===== src/rtl/inst_queue.sv =====
// Dual-issue instruction queue between fetch and the two decoders. It also serves
// as the IF->ID register: a circular buffer of {pc, inst} entries that flush empties.
module inst_queue #(
  parameter int DEPTH = 8,
  parameter int PTR_W = $clog2(DEPTH)
) (
  input  logic             clk,
  input  logic             rst,
  input  logic             flush,
  input  logic             in_valid,
  input  logic [31:0]      in_pc,
  input  logic [63:0]      inst_in,
  output logic             in_ready,
  input  logic [1:0]       pop_cnt,
  output logic             out_valid1,
  output logic [31:0]      out_pc1,
  output logic [31:0]      out_inst1,
  output logic             out_valid2,
  output logic [31:0]      out_pc2,
  output logic [31:0]      out_inst2,
  output logic [PTR_W:0]   count
);

  localparam logic [PTR_W:0]   DEPTH_C   = (PTR_W+1)'(DEPTH);
  localparam logic [PTR_W:0]   CNT_ZERO  = '0;
  localparam logic [PTR_W:0]   CNT_ONE   = (PTR_W+1)'(1);
  localparam logic [PTR_W:0]   CNT_TWO   = (PTR_W+1)'(2);
  localparam logic [PTR_W-1:0] PTR_ONE   = (PTR_W)'(1);

  // Each entry is {pc, inst}; contents are never cleared, only the pointers are.
  logic [63:0]      mem [DEPTH];

  logic [PTR_W-1:0] head_reg, head_next;
  logic [PTR_W-1:0] tail_reg, tail_next;
  logic [PTR_W:0]   count_reg, count_next;

  logic             push_en;
  logic             push_two;
  logic [PTR_W:0]   push_num;
  logic [PTR_W:0]   pop_req;
  logic [PTR_W:0]   pop_num;
  logic [PTR_W-1:0] tail_plus1;
  logic [PTR_W-1:0] head_plus1;
  logic [63:0]      wr_lo;
  logic [63:0]      wr_hi;
  logic [63:0]      rd1;
  logic [63:0]      rd2;

  // Readiness looks only at the current occupancy, so same-cycle pops never make room.
  assign in_ready   = (count_reg <= (DEPTH_C - CNT_TWO));
  assign push_en    = in_valid && in_ready && !flush;
  // A packet whose pc points at the upper word carries a single useful instruction.
  assign push_two   = !in_pc[2];
  assign push_num   = !push_en ? CNT_ZERO : (push_two ? CNT_TWO : CNT_ONE);

  always_comb begin
    pop_req = CNT_ZERO;
    case (pop_cnt)
      2'd0:    pop_req = CNT_ZERO;
      2'd1:    pop_req = CNT_ONE;
      default: pop_req = CNT_TWO;
    endcase
  end

  assign pop_num    = (pop_req > count_reg) ? count_reg : pop_req;

  assign tail_plus1 = tail_reg + PTR_ONE;
  assign head_plus1 = head_reg + PTR_ONE;

  assign head_next  = head_reg + pop_num[PTR_W-1:0];
  assign tail_next  = tail_reg + push_num[PTR_W-1:0];
  assign count_next = count_reg + push_num - pop_num;

  assign wr_lo = {in_pc, (push_two ? inst_in[31:0] : inst_in[63:32])};
  assign wr_hi = {in_pc + 32'd4, inst_in[63:32]};

  always_ff @(posedge clk) begin
    if (push_en) begin
      mem[tail_reg] <= wr_lo;
      if (push_two) begin
        mem[tail_plus1] <= wr_hi;
      end
    end
  end

  always_ff @(posedge clk or negedge rst) begin
    if (!rst) begin
      head_reg  <= '0;
      tail_reg  <= '0;
      count_reg <= '0;
    end else if (flush) begin
      head_reg  <= '0;
      tail_reg  <= '0;
      count_reg <= '0;
    end else begin
      head_reg  <= head_next;
      tail_reg  <= tail_next;
      count_reg <= count_next;
    end
  end

  assign rd1 = mem[head_reg];
  assign rd2 = mem[head_plus1];

  // Invalid slots present zeros so decoders never see stale storage.
  assign out_valid1 = (count_reg >= CNT_ONE);
  assign out_valid2 = (count_reg >= CNT_TWO);
  assign out_pc1    = out_valid1 ? rd1[63:32] : 32'd0;
  assign out_inst1  = out_valid1 ? rd1[31:0]  : 32'd0;
  assign out_pc2    = out_valid2 ? rd2[63:32] : 32'd0;
  assign out_inst2  = out_valid2 ? rd2[31:0]  : 32'd0;
  assign count      = count_reg;

endmodule


===== config.mk =====
export PLATFORM = sky130hd
export DESIGN_NAME = inst_queue
export DESIGN_NICKNAME = d
export VERILOG_FILES = /design/src/rtl/inst_queue.sv
export SDC_FILE = /design/constraint.sdc
export NUM_CORES = 1
export LEC_CHECK = 0
export CAP_MARGIN = 20
export CORE_MARGIN = 1
export CORE_UTILIZATION = 50
export DETAILED_ROUTE_END_ITERATION = 10
export PLACE_DENSITY = 0.74
export SLEW_MARGIN = 20
export SYNTH_ARGS = -nofsm -noshare
export SYNTH_HDL_FRONTEND = slang
export SYNTH_SLANG_ARGS = --single-unit

===== constraint.sdc =====
create_clock -name clk -period 7.5 [get_ports clk]
set_clock_uncertainty 0.1 [all_clocks]
set_input_delay 0.75 -clock clk [delete_from_list [all_inputs] [get_ports clk]]
set_output_delay 0.75 -clock clk [all_outputs]
set_load 0.01 [all_outputs]

# --- Word-level counts from Yosys, hierarchy flattened ---
# Memory sizes are Yosys's and may differ from the RTL's.
# Cells that the tools add are included.
op_classes:
  n_addsub: 7
  order_cmp: 4
  eq_ne: 1
  mux: 17
  reduce_logical: 4
ops:
  columns: ["cell", "count"]
  rows:
  - ["32-bit two-way mux", 5]
  - ["32-bit by 3-bit adder with 32-bit output (second input constant)", 1]
  - ["4-bit two-way mux", 2]
  - ["3-bit by 1-bit adder with 3-bit output (second input constant)", 2]
  - ["3-bit two-way mux", 2]
  - ["1-bit two-way mux", 5]
  - ["4-bit by 2-bit adder with 4-bit output", 1]
  - ["4-bit by 1-bit >= comparator with 1-bit output (second input constant)", 1]
  - ["4-bit by 2-bit >= comparator with 1-bit output (second input constant)", 1]
  - ["4-bit greater-than comparator", 1]
  - ["4-bit by 3-bit <= comparator with 1-bit output (second input constant)", 1]
  - ["2-bit two-way mux", 2]
  - ["2-bit case mux with 2 select lines", 1]
  - ["4-bit subtractor", 1]
  - ["3-bit by 2-bit adder with 3-bit output", 1]
  - ["3-bit adder", 1]
  - ["2-bit by 1-bit == test with 1-bit output (second input constant)", 1]
  - ["1-bit logical AND", 2]
  - ["2-bit logical NOT", 1]
  - ["1-bit logical NOT", 1]
word_totals:
  ff_bits: 10
  ramBits: 512
  in_bits: 102
  output_inout_bits: 135
  memories: 1
mem_list:
  columns: ["name", "words", "width", "read_ports", "rd_clocked_by_memory_dff", "wr", "line_no", "text"]
  rows:
  - ["mem", 8, 64, 2, 0, 2, "31", "logic [63:0] mem [DEPTH];"]

# --- Depth between registers and ports, before layout ---
# Gate-level depths: netlist (run 1).
depth:
  ltp_word: 7
  depth_mapped: 12
  ltp_nobuf: 12

# --- Least setup slack after synthesis (run 1) ---
# OpenSTA, ideal clock, no wires.
synth_path:
  kind: "register to register"
  from: "reg count_reg[3] (netlist: count[3])"
  to: "mem mem[0][0], enable pin"
  setup_ns: 0.585
  arrival_ns: 6.370
  setup_slack_ns: 0.445
  stages_incl_launch_ff: 7
  path_buffers: 0
  period_less_slack_ns: 7.055
  cell_sequence: "dfrtp_1 > inv_1 > ha_1 > and3_1 > nor4b_1 > nand2b_1 > o32ai_1"
synth_lines:
  columns: ["item", "line_no", "text"]
  rows:
  - ["start: declaration", "35", "logic [PTR_W:0] count_reg, count_next;"]
  - ["start signal: assignment", "98", "count_reg <= count_next;"]
  - ["end: declaration", "31", null]

# --- Worst setup path in the final report (run 1) ---
layout_path:
  from: "reg head_reg[0]"
  to: "out out_pc2[14]"
layout_via:
  elab_chain_len: 3
layout_lines:
  columns: ["item", "line_no", "text"]
  rows:
  - ["start: declaration", "33", "logic [PTR_W-1:0] head_reg, head_next;"]
  - ["start signal: assignment", "96", "head_reg <= head_next;"]
  - ["3-bit by 1-bit adder with 3-bit output", "68", "assign head_plus1 = head_reg + PTR_ONE;"]
  - ["memory 8 x 64 bit", null, null]
  - ["32-bit two-way mux", "110", "assign out_pc2 = out_valid2 ? rd2[63:32] : 32'd0;"]
  - ["end: declaration", "19", "output logic [31:0] out_pc2,"]
# No other way between the ends.

==> results of run 1 <==
-- metrics by stage --
stage / cell area (um2) / instances / hold WS, ns
after global routing: 34600 / 2894 / 0.405
after global placement: 33000 / 2794 / 0.637
final: 34600 / 2894 / 0.386
after CTS: 34600 / 2892 / 0.370
after detailed placement: 33000 / 2794 / 0.653
after floorplan: 30400 / 2044 / 0.354
-- logic make-up after synthesis --
logic type / Yosys count / share of synthesized area
fa+ha+maj: 18 / 0.00840
mux: 617 / 0.321
compound gates: 83 / 0.0145
xor+xnor: 120 / 0.0346
flops: 522 / 0.514
buf+inv: 304 / 0.0422
simple gates: 380 / 0.0652
-- critical path: stages, from the launching register on --
cell and delay (ns):
dfrtp_4 0.72, ha_4 1.04, buf_4 0.66, mux4_2 0.31
nand2_1 0.05, a21oi_1 0.37, clkdlybuf4s50_1 0.62
-- synth_stat cells, drive strengths merged --
cell and n:
a21bo 1, a21boi 1, a21o 1, a21oi 66, and2 4, and3 1, and4 2, and4bb 1
buf 96, clkbuf 198, clkinv 1, dfrtp 10, edfxtp 512, fa 4, ha 14, inv 9
mux2 296, mux2i 65, mux4 256, nand2 140, nand2b 10, nand3 6, nand4 6, nor2 72
nor2b 8, nor3 65, nor4 48, nor4b 2, o211ai 1, o21a 1, o21ai 8, o22ai 2
o32ai 2, or2 9, or3 2, or4 4, xnor2 5, xor2 115
-- where the power goes --
| group | total, mW | switching [mW] | internal [mW] |
|---|---|---|---|
| clock | 2.51 | 1.15 | 1.37 |
| sequential | 3.51 | 0.158 | 3.35 |
| combinational | 6.14 | 3.13 | 3.01 |
-- per-layer routing --
| metal | track usage | up-vias | part of all wire |
|---|---|---|---|
| met3 | 0.0524 | 137 | 0.093 |
| li1 | - | 7978 | - |
| met2 | 0.426 | 953 | 0.49 |
| met1 | 0.349 | 9732 | 0.39 |
| met5 | 0 | - | 0.00034 |
| met4 | 0.0793 | 4 | 0.027 |
-- final timing paths --
check                               to  slack (ns)  depth (start not counted)
max                        out_pc2[14]        2.25                          6
min                        head_reg[2]        0.39                          1
max reg2reg                 mem[3][13]        2.82                          7
min reg2reg                head_reg[2]        0.68                          3
max in group asynchronous  head_reg[0]        6.52                          1
min in group clk           head_reg[2]        0.68                          3
-- layout make-up --
| cell class | count | area, um2 |
|---|---|---|
| repair buffers | 272 | 2660 |
| fillers | 4503 | 25000 |
| inverters | 10 | 37.5 |
| well taps | 773 | 967 |
| clock inverters | 28 | 161 |
| flip-flops and latches | 522 | 15600 |
| diodes | 1 | 2.50 |
| clock buffers | 70 | 1450 |
| multi-input cells | 1218 | 13700 |
==> results_dict.tcl, run 1 <==
set metrics [dict create \
    status "finished, final reports clean" \
    slew_headroom 0.239 \
    clk_pin_slew_ns 0.06 \
    syn-cell-area_um2 30400 \
    drtPass1Iterations 5 \
    hold_buffers 0 \
    place_ws_ns 2.19 \
    total_power_mw 12.2 \
    grt_pass1_vias 19600 \
    cts_tree "built" \
    timing.final.crit_share 0.700 \
    syn_avg_cell_area_um2 14.9 \
    io_buffers 236 \
    crit_start "head_reg[0]" \
    drtAntennaViolNets 0 \
    die_h_um 249 \
    p_leak_nw 10.9 \
    ir_drop_uv 327 \
    core_um2 59600 \
    syn_inst 2044 \
    grt_start_max_net_pins 167 \
    cts_resized 0 \
    cp-end-kind "output port" \
    first_iter_violations 1639 \
    ys_ff_latch 522 \
    layout_commonest_cell "edfxtp_1" \
    numCtsBuffers 55 \
    rsz0062_at_grt "no" \
    grt.overflow.total 0 \
    tightest_slew_ns 1.14 \
    yosysTopAreaCell "edfxtp_1" \
    cts_max_level 2 \
    fin_setup_tns_ns 0 \
    clk_latency_ns 0.60 \
    area_growth_pct 13.9 \
    largest_reg_flops 512 \
    finish.utilization 0.581 \
    final_nets 2199 \
    min_path_type "in2async" \
    gp_congestion 0.777 \
    cts_root_buf "clkbuf_16" \
    critPathRequiredTime_ns 6.65 \
    start_util 0.510 \
    wl_um 80000 \
    hpwl_um 45400 \
    grt_pass1_wl_um 121000 \
    power_density_nw_per_um2 352 \
    fmax_mhz 190 \
    post-cts-setup-buffer-count 0 \
    arrival_ns 4.40 \
    synth_area_leaders "edfxtp_1, mux4_2, mux2_2" \
    viasPerCell 6.50 \
    setup_slack_ns 2.25 \
    yosysSeqAreaShare 0.514 \
    slew_violations 0 \
    setup_viol 0 \
    synth_cell_types 47 \
    cts_sinks 522 \
    num_rows 89 \
    dieArea_um2 61800 \
    yosysWarnings 0 \
    ctsLongestPathBuffers 3 \
    yosys.area.top_type_share 0.506 \
    via_count 18800 \
    fin_crit_ns 5.25 \
    layout_common_cells "edfxtp_1, mux2_2, mux4_2, clkdlybuf4s50_1, nand2_1" \
    grt_use_total 0.259 \
    die_w_um 249 \
    boundaryPins 237 \
    post-route-drc-count 0 \
    antenna_found_initial 3 \
    wl_per_cell_um 27.6 \
    cp_max_fo 62 \
    crit-reg2reg-launch "tail_reg[0]" \
    syn_nets 2164 \
    start_kind "flip-flop" \
    crit_type "reg2out" \
    maxCapViolCount 0 \
    drive_gt1_frac 0.340 \
    finalHoldViolations 0 \
]
(Power assumes the default switching activity.)
==> inputs of run 2 (changes only) <==
==> constraint.sdc (replaced) <==
create_clock -name clk -period 4.8 [get_ports clk]
set_clock_uncertainty 0.1 [all_clocks]
set_input_delay 0.48 -clock clk [delete_from_list [all_inputs] [get_ports clk]]
set_output_delay 0.48 -clock clk [all_outputs]
set_load 0.01 [all_outputs]
==> run 2 against run 1 <==
  * Worst setup slack lost 1.5 ns
  * Non-clock buffer count is 10 higher
  * Worst hold slack worse by 0.28 ns
  * Highest routed layer unchanged
  * Largest power group unchanged
==> results_dict.tcl, run 2 (synthesis gave the netlist of run 1 again) <==
set metrics [dict create \
    numCtsBuffers 55 \
    die_h_um 249 \
    slew_violations 0 \
    arrival_ns 3.42 \
    tightest_slew_ns 1.14 \
    drive_gt1_frac 0.345 \
    post-cts-setup-buffer-count 0 \
    boundaryPins 237 \
    largest_reg_flops 512 \
    p_leak_nw 11.1 \
    start_util 0.510 \
    hold_buffers 0 \
    setup_viol 0 \
    stdcell_count 2904 \
    slew_headroom 0.238 \
    wl_per_cell_um 28.1 \
    status "finished, final reports clean" \
    antenna_found_initial 5 \
    cp_cell_sequence "inv_1 > ha_1 > o21ai_0 > and2_4 > buf_4 > a21oi_1 > clkdlybuf4s50_1" \
    cp_max_fo 58 \
    grt_start_max_net_pins 149 \
    via_count 18900 \
    grt_pass1_wl_um 123000 \
    cp-end-kind "output port" \
    cpPeakStageDelay_ns 0.93 \
    gp_congestion 0.793 \
    finalHoldViolations 0 \
    rsz0062_at_grt "no" \
    cts_resized 0 \
    multi_input_area_um2 13700 \
    n_fill_cell 4443 \
    area_growth_pct 14.9 \
    core_um2 59600 \
    fin_crit_ns 4.00 \
    min_path_type "in2async" \
    die_w_um 249 \
    fin_setup_tns_ns 0 \
    cpMaxStageDelayCell "and2_4" \
    cts_tree "built" \
    clk_pin_slew_ns 0.06 \
    place_inst 2805 \
    cts_root_buf "clkbuf_16" \
    num_rows 89 \
    viasPerCell 6.50 \
    clk_latency_ns 0.61 \
    critPathRequiredTime_ns 4.22 \
    ctsLongestPathBuffers 3 \
    grt_use_total 0.265 \
    post-route-drc-count 0 \
    power_density_nw_per_um2 554 \
    timing.final.crit_share 0.834 \
    drtPass1Iterations 5 \
    drtAntennaViolNets 0 \
    first_iter_violations 1518 \
    setup_slack_ns 0.796 \
    fmax_mhz 250 \
    grt_pass1_vias 19800 \
    cts_max_level 2 \
    crit_type "reg2out" \
    layout_common_cells "edfxtp_1, mux2_2, mux4_2, clkdlybuf4s50_1, nand2_1" \
    cts_sinks 522 \
    grt.overflow.total 0 \
    layout_commonest_cell "edfxtp_1" \
    dieArea_um2 61800 \
    wl_um 81600 \
    ir_drop_uv 640 \
    seq_area_um2 15600 \
    io_buffers 236 \
    hpwl_um 46400 \
    start_kind "flip-flop" \
    place_ws_ns 0.868 \
    timing.hold.ws_ns 0.103 \
    final_nets 2209 \
    maxCapViolCount 0 \
]
==> run 2: cell types whose count changed in the layout (fill, tap and decap cells not counted), sizes merged <==
cell and delta:
bufinv +4, clkbuf +2, buf +10, inv -1, clkinv -5
==> run 2: power breakdown <==
part	total (mW)	switching [mW]	internal [mW]
clock network	4.14	1.77	2.37
registers	5.41	0.172	5.23
logic	9.81	5.02	4.78
total	19.3	6.96	12.4
==> run 2: cell type report <==
class,count,share of cell area
inverters,10,0.00108
flip-flops and latches,522,0.448
clock inverters,26,0.00631
diodes,1,0.0000717
clock buffers,72,0.0425
multi-input cells,1218,0.391
repair buffers,282,0.0831
well taps,773,0.0277
==> run 2: per-stage QoR <==
stage	area [um2]	power (mW)	util
finish	34900	19.3	0.586
global route	34900	20.1	0.586
CTS	34900	19.4	0.586
detailed placement	33200	15.3	0.557
global placement	33200	15.2	0.557
floorplan	30400	11.2	-
==> run 2: worst paths after layout <==
kind	startpoint	end	slack, ns	cells past startpoint
max	count[2]	out_inst2[30]	0.80	7
min	rst	count[3]	0.10	1
max reg2reg	tail_reg[0]	mem[6][5]	1.20	6
min reg2reg	tail_reg[1]	tail_reg[1]	0.67	2
max in group asynchronous	rst	head_reg[1]	4.11	1
min in group clk	in_pc[2]	mem[1][35]	0.52	3
==> run 2: routing by layer <==
| layer | track usage | share of wire |
|---|---|---|
| met3 | 0.0448 | 0.076 |
| met2 | 0.446 | 0.50 |
| met1 | 0.350 | 0.39 |
| met4 | 0.0831 | 0.028 |
| met5 | 0 | 0.00066 |
==> run 2: worst max-delay path: cells and delay by family, from the launching register on <==
| family | cells | cell delay [ns] |
|---|---|---|
| adders and majority gates | 1 | 0.24 |
| DFF | 1 | 0.43 |
| and+or+nand+nor | 1 | 0.93 |
| buffers and inverters | 3 | 0.92 |
| AOI/OAI and AO/OA | 2 | 0.26 |
==> inputs of run 3 (changes only) <==
==> constraint.sdc (replaced) <==
create_clock -name clk -period 3.4 [get_ports clk]
set_clock_uncertainty 0.1 [all_clocks]
set_input_delay 0.34 -clock clk [delete_from_list [all_inputs] [get_ports clk]]
set_output_delay 0.34 -clock clk [all_outputs]
set_load 0.01 [all_outputs]
==> run 3 against run 2 <==
  * Combinational power rose by 64%
  * Critical path type unchanged
  * Non-clock buffer count rose by 73
  * Largest cell class unchanged
  * Cell area increased by 5.1%
  * Critical endpoint is now out_inst1[9]
==> results_dict.tcl, run 3 (synthesis gave the netlist of run 1 again) <==
set metrics [dict create \
    status "finished, final reports clean" \
    die_w_um 249 \
    first_iter_violations 1781 \
    arrival_ns 2.89 \
    ctsLongestPathBuffers 3 \
    slew_headroom 0.435 \
    layout_commonest_cell "edfxtp_1" \
    cpMaxStageDelayCell "clkdlybuf4s50_1" \
    min_path_type "in2reg" \
    final_nets 2285 \
    finalInstanceArea_um2 36700 \
    area_growth_pct 20.8 \
    hpwl_um 49300 \
    timing.hold.ws_ns 0.349 \
    die_h_um 249 \
    drive_gt1_frac 0.396 \
    start_util 0.510 \
    ir_drop_uv 805 \
    via_count 19400 \
    grt_start_max_net_pins 59 \
    clk_pin_slew_ns 0.06 \
    multi_input_area_um2 14000 \
    grt_pass1_vias 20600 \
    cp_cell_sequence "inv_1 > ha_4 > o21ai_2 > and2_4 > buf_12 > nor2_1 > clkdlybuf4s50_1" \
    cp-end-kind "output port" \
    post-route-drc-count 0 \
    viasPerCell 6.50 \
    gp_congestion 0.800 \
    setup_viol 0 \
    layout_common_cells "edfxtp_1, mux2_2, mux4_2, clkdlybuf4s50_1, nand2_1" \
    slew_violations 0 \
    power_density_nw_per_um2 815 \
    maxCapViolCount 0 \
    cts_max_level 2 \
    largest_reg_flops 512 \
    core_um2 59600 \
    seq_area_um2 15600 \
    num_rows 89 \
    cts_root_buf "clkbuf_16" \
    cts_tree "built" \
    tightest_slew_ns 0.844 \
    antenna_found_initial 6 \
    clk_latency_ns 0.63 \
    grt_pass1_wl_um 131000 \
    rsz0062_at_grt "yes" \
    critPathRequiredTime_ns 2.96 \
    crit_type "reg2out" \
    ff2ff_setup_slack_ns 0.23 \
    cp_max_fo 12 \
    critical-path-top-delay-family "buffers and inverters" \
    wl_um 87300 \
    grt.overflow.total 0 \
    p_leak_nw 12.0 \
    grt_use_total 0.283 \
    fmax_mhz 300 \
    place_inst 2842 \
    dpl_cell_area_um2 33900 \
    dieArea_um2 61800 \
    wl_per_cell_um 29.2 \
    drtAntennaViolNets 0 \
    numCtsBuffers 56 \
    drtPass1Iterations 5 \
    start_kind "flip-flop" \
    stdcell_count 2987 \
    timing.final.crit_share 0.981 \
    cpPeakStageDelay_ns 0.59 \
    n_fill_cell 4239 \
    boundaryPins 237 \
    cp_num_buf_inv 3 \
    finalHoldViolations 0 \
    fin_crit_ns 3.33 \
    io_buffers 236 \
    cts_sinks 522 \
    total_power_mw 29.9 \
]
run 3: cell count changes in the layout (fill, tap and decap cells not counted), moves of 12 or more:
cell and change:
buf_16 +17, a21oi_2 +19, a21oi_1 -24, dlymetal6s2s_1 +12, buf_4 +25, buf_12 +22
clkdlybuf4s50_1 -20
run 3: layout make-up:
type | instances | share of cell area
flip-flops and latches | 522 | 0.426
multi-input cells | 1220 | 0.380
repair buffers | 355 | 0.115
clock buffers | 64 | 0.0390
well taps | 773 | 0.0264
clock inverters | 40 | 0.0118
inverters | 10 | 0.00102
diodes | 3 | 0.000205
run 3: metal layers:
metal | GRT usage | vias to the layer above | share of wire
met5 | 0 | - | 0.00046
met4 | 0.108 | 6 | 0.031
met3 | 0.0407 | 161 | 0.082
met2 | 0.483 | 978 | 0.51
met1 | 0.367 | 10100 | 0.38
li1 | - | 8151 | -
run 3: worst paths after layout:
kind / start / endpoint / cells past startpoint
setup reg to reg: count[3] / count[3] / 11
hold reg to reg: tail_reg[1] / tail_reg[1] / 2
min in group asynchronous: rst / tail_reg[1] / 2
hold / removal: in_pc[1] / mem[6][33] / 1
max in group asynchronous: rst / head_reg[1] / 2
setup / recovery: count[2] / out_inst1[9] / 7
run 3: repair_timing:
item / 4_1_cts / 5_1_grt
resized for setup: 71 / 31
setup endpoints to repair: 130 / 54
buffers inserted: 11 / 12
hold endpoints to repair: 10 / 0
cloned: 13 / 1
hold buffers: 1 / 0
pin swaps: 2 / 1
run 3: power by group:
group	internal, mW	total, mW	switching [mW]	leakage [nW]
Clock	3.64	6.24	2.61	0.917
Combinational	8.11	16.1	7.94	6.34
Sequential	7.39	7.60	0.209	4.75
Total	19.1	29.9	10.8	12.0
run 3: stage by stage:
stage           util  setup slack [ns]  TNS, ns
2_1_floorplan      -            -0.237   -25.87
3_3_place_gp   0.568            0.0596        0
3_5_place_dp   0.568           0.00788        0
4_1_cts        0.612          -0.00616  -0.0121
5_1_grt        0.616           -0.0220  -0.0845
6_report       0.616            0.0654        0
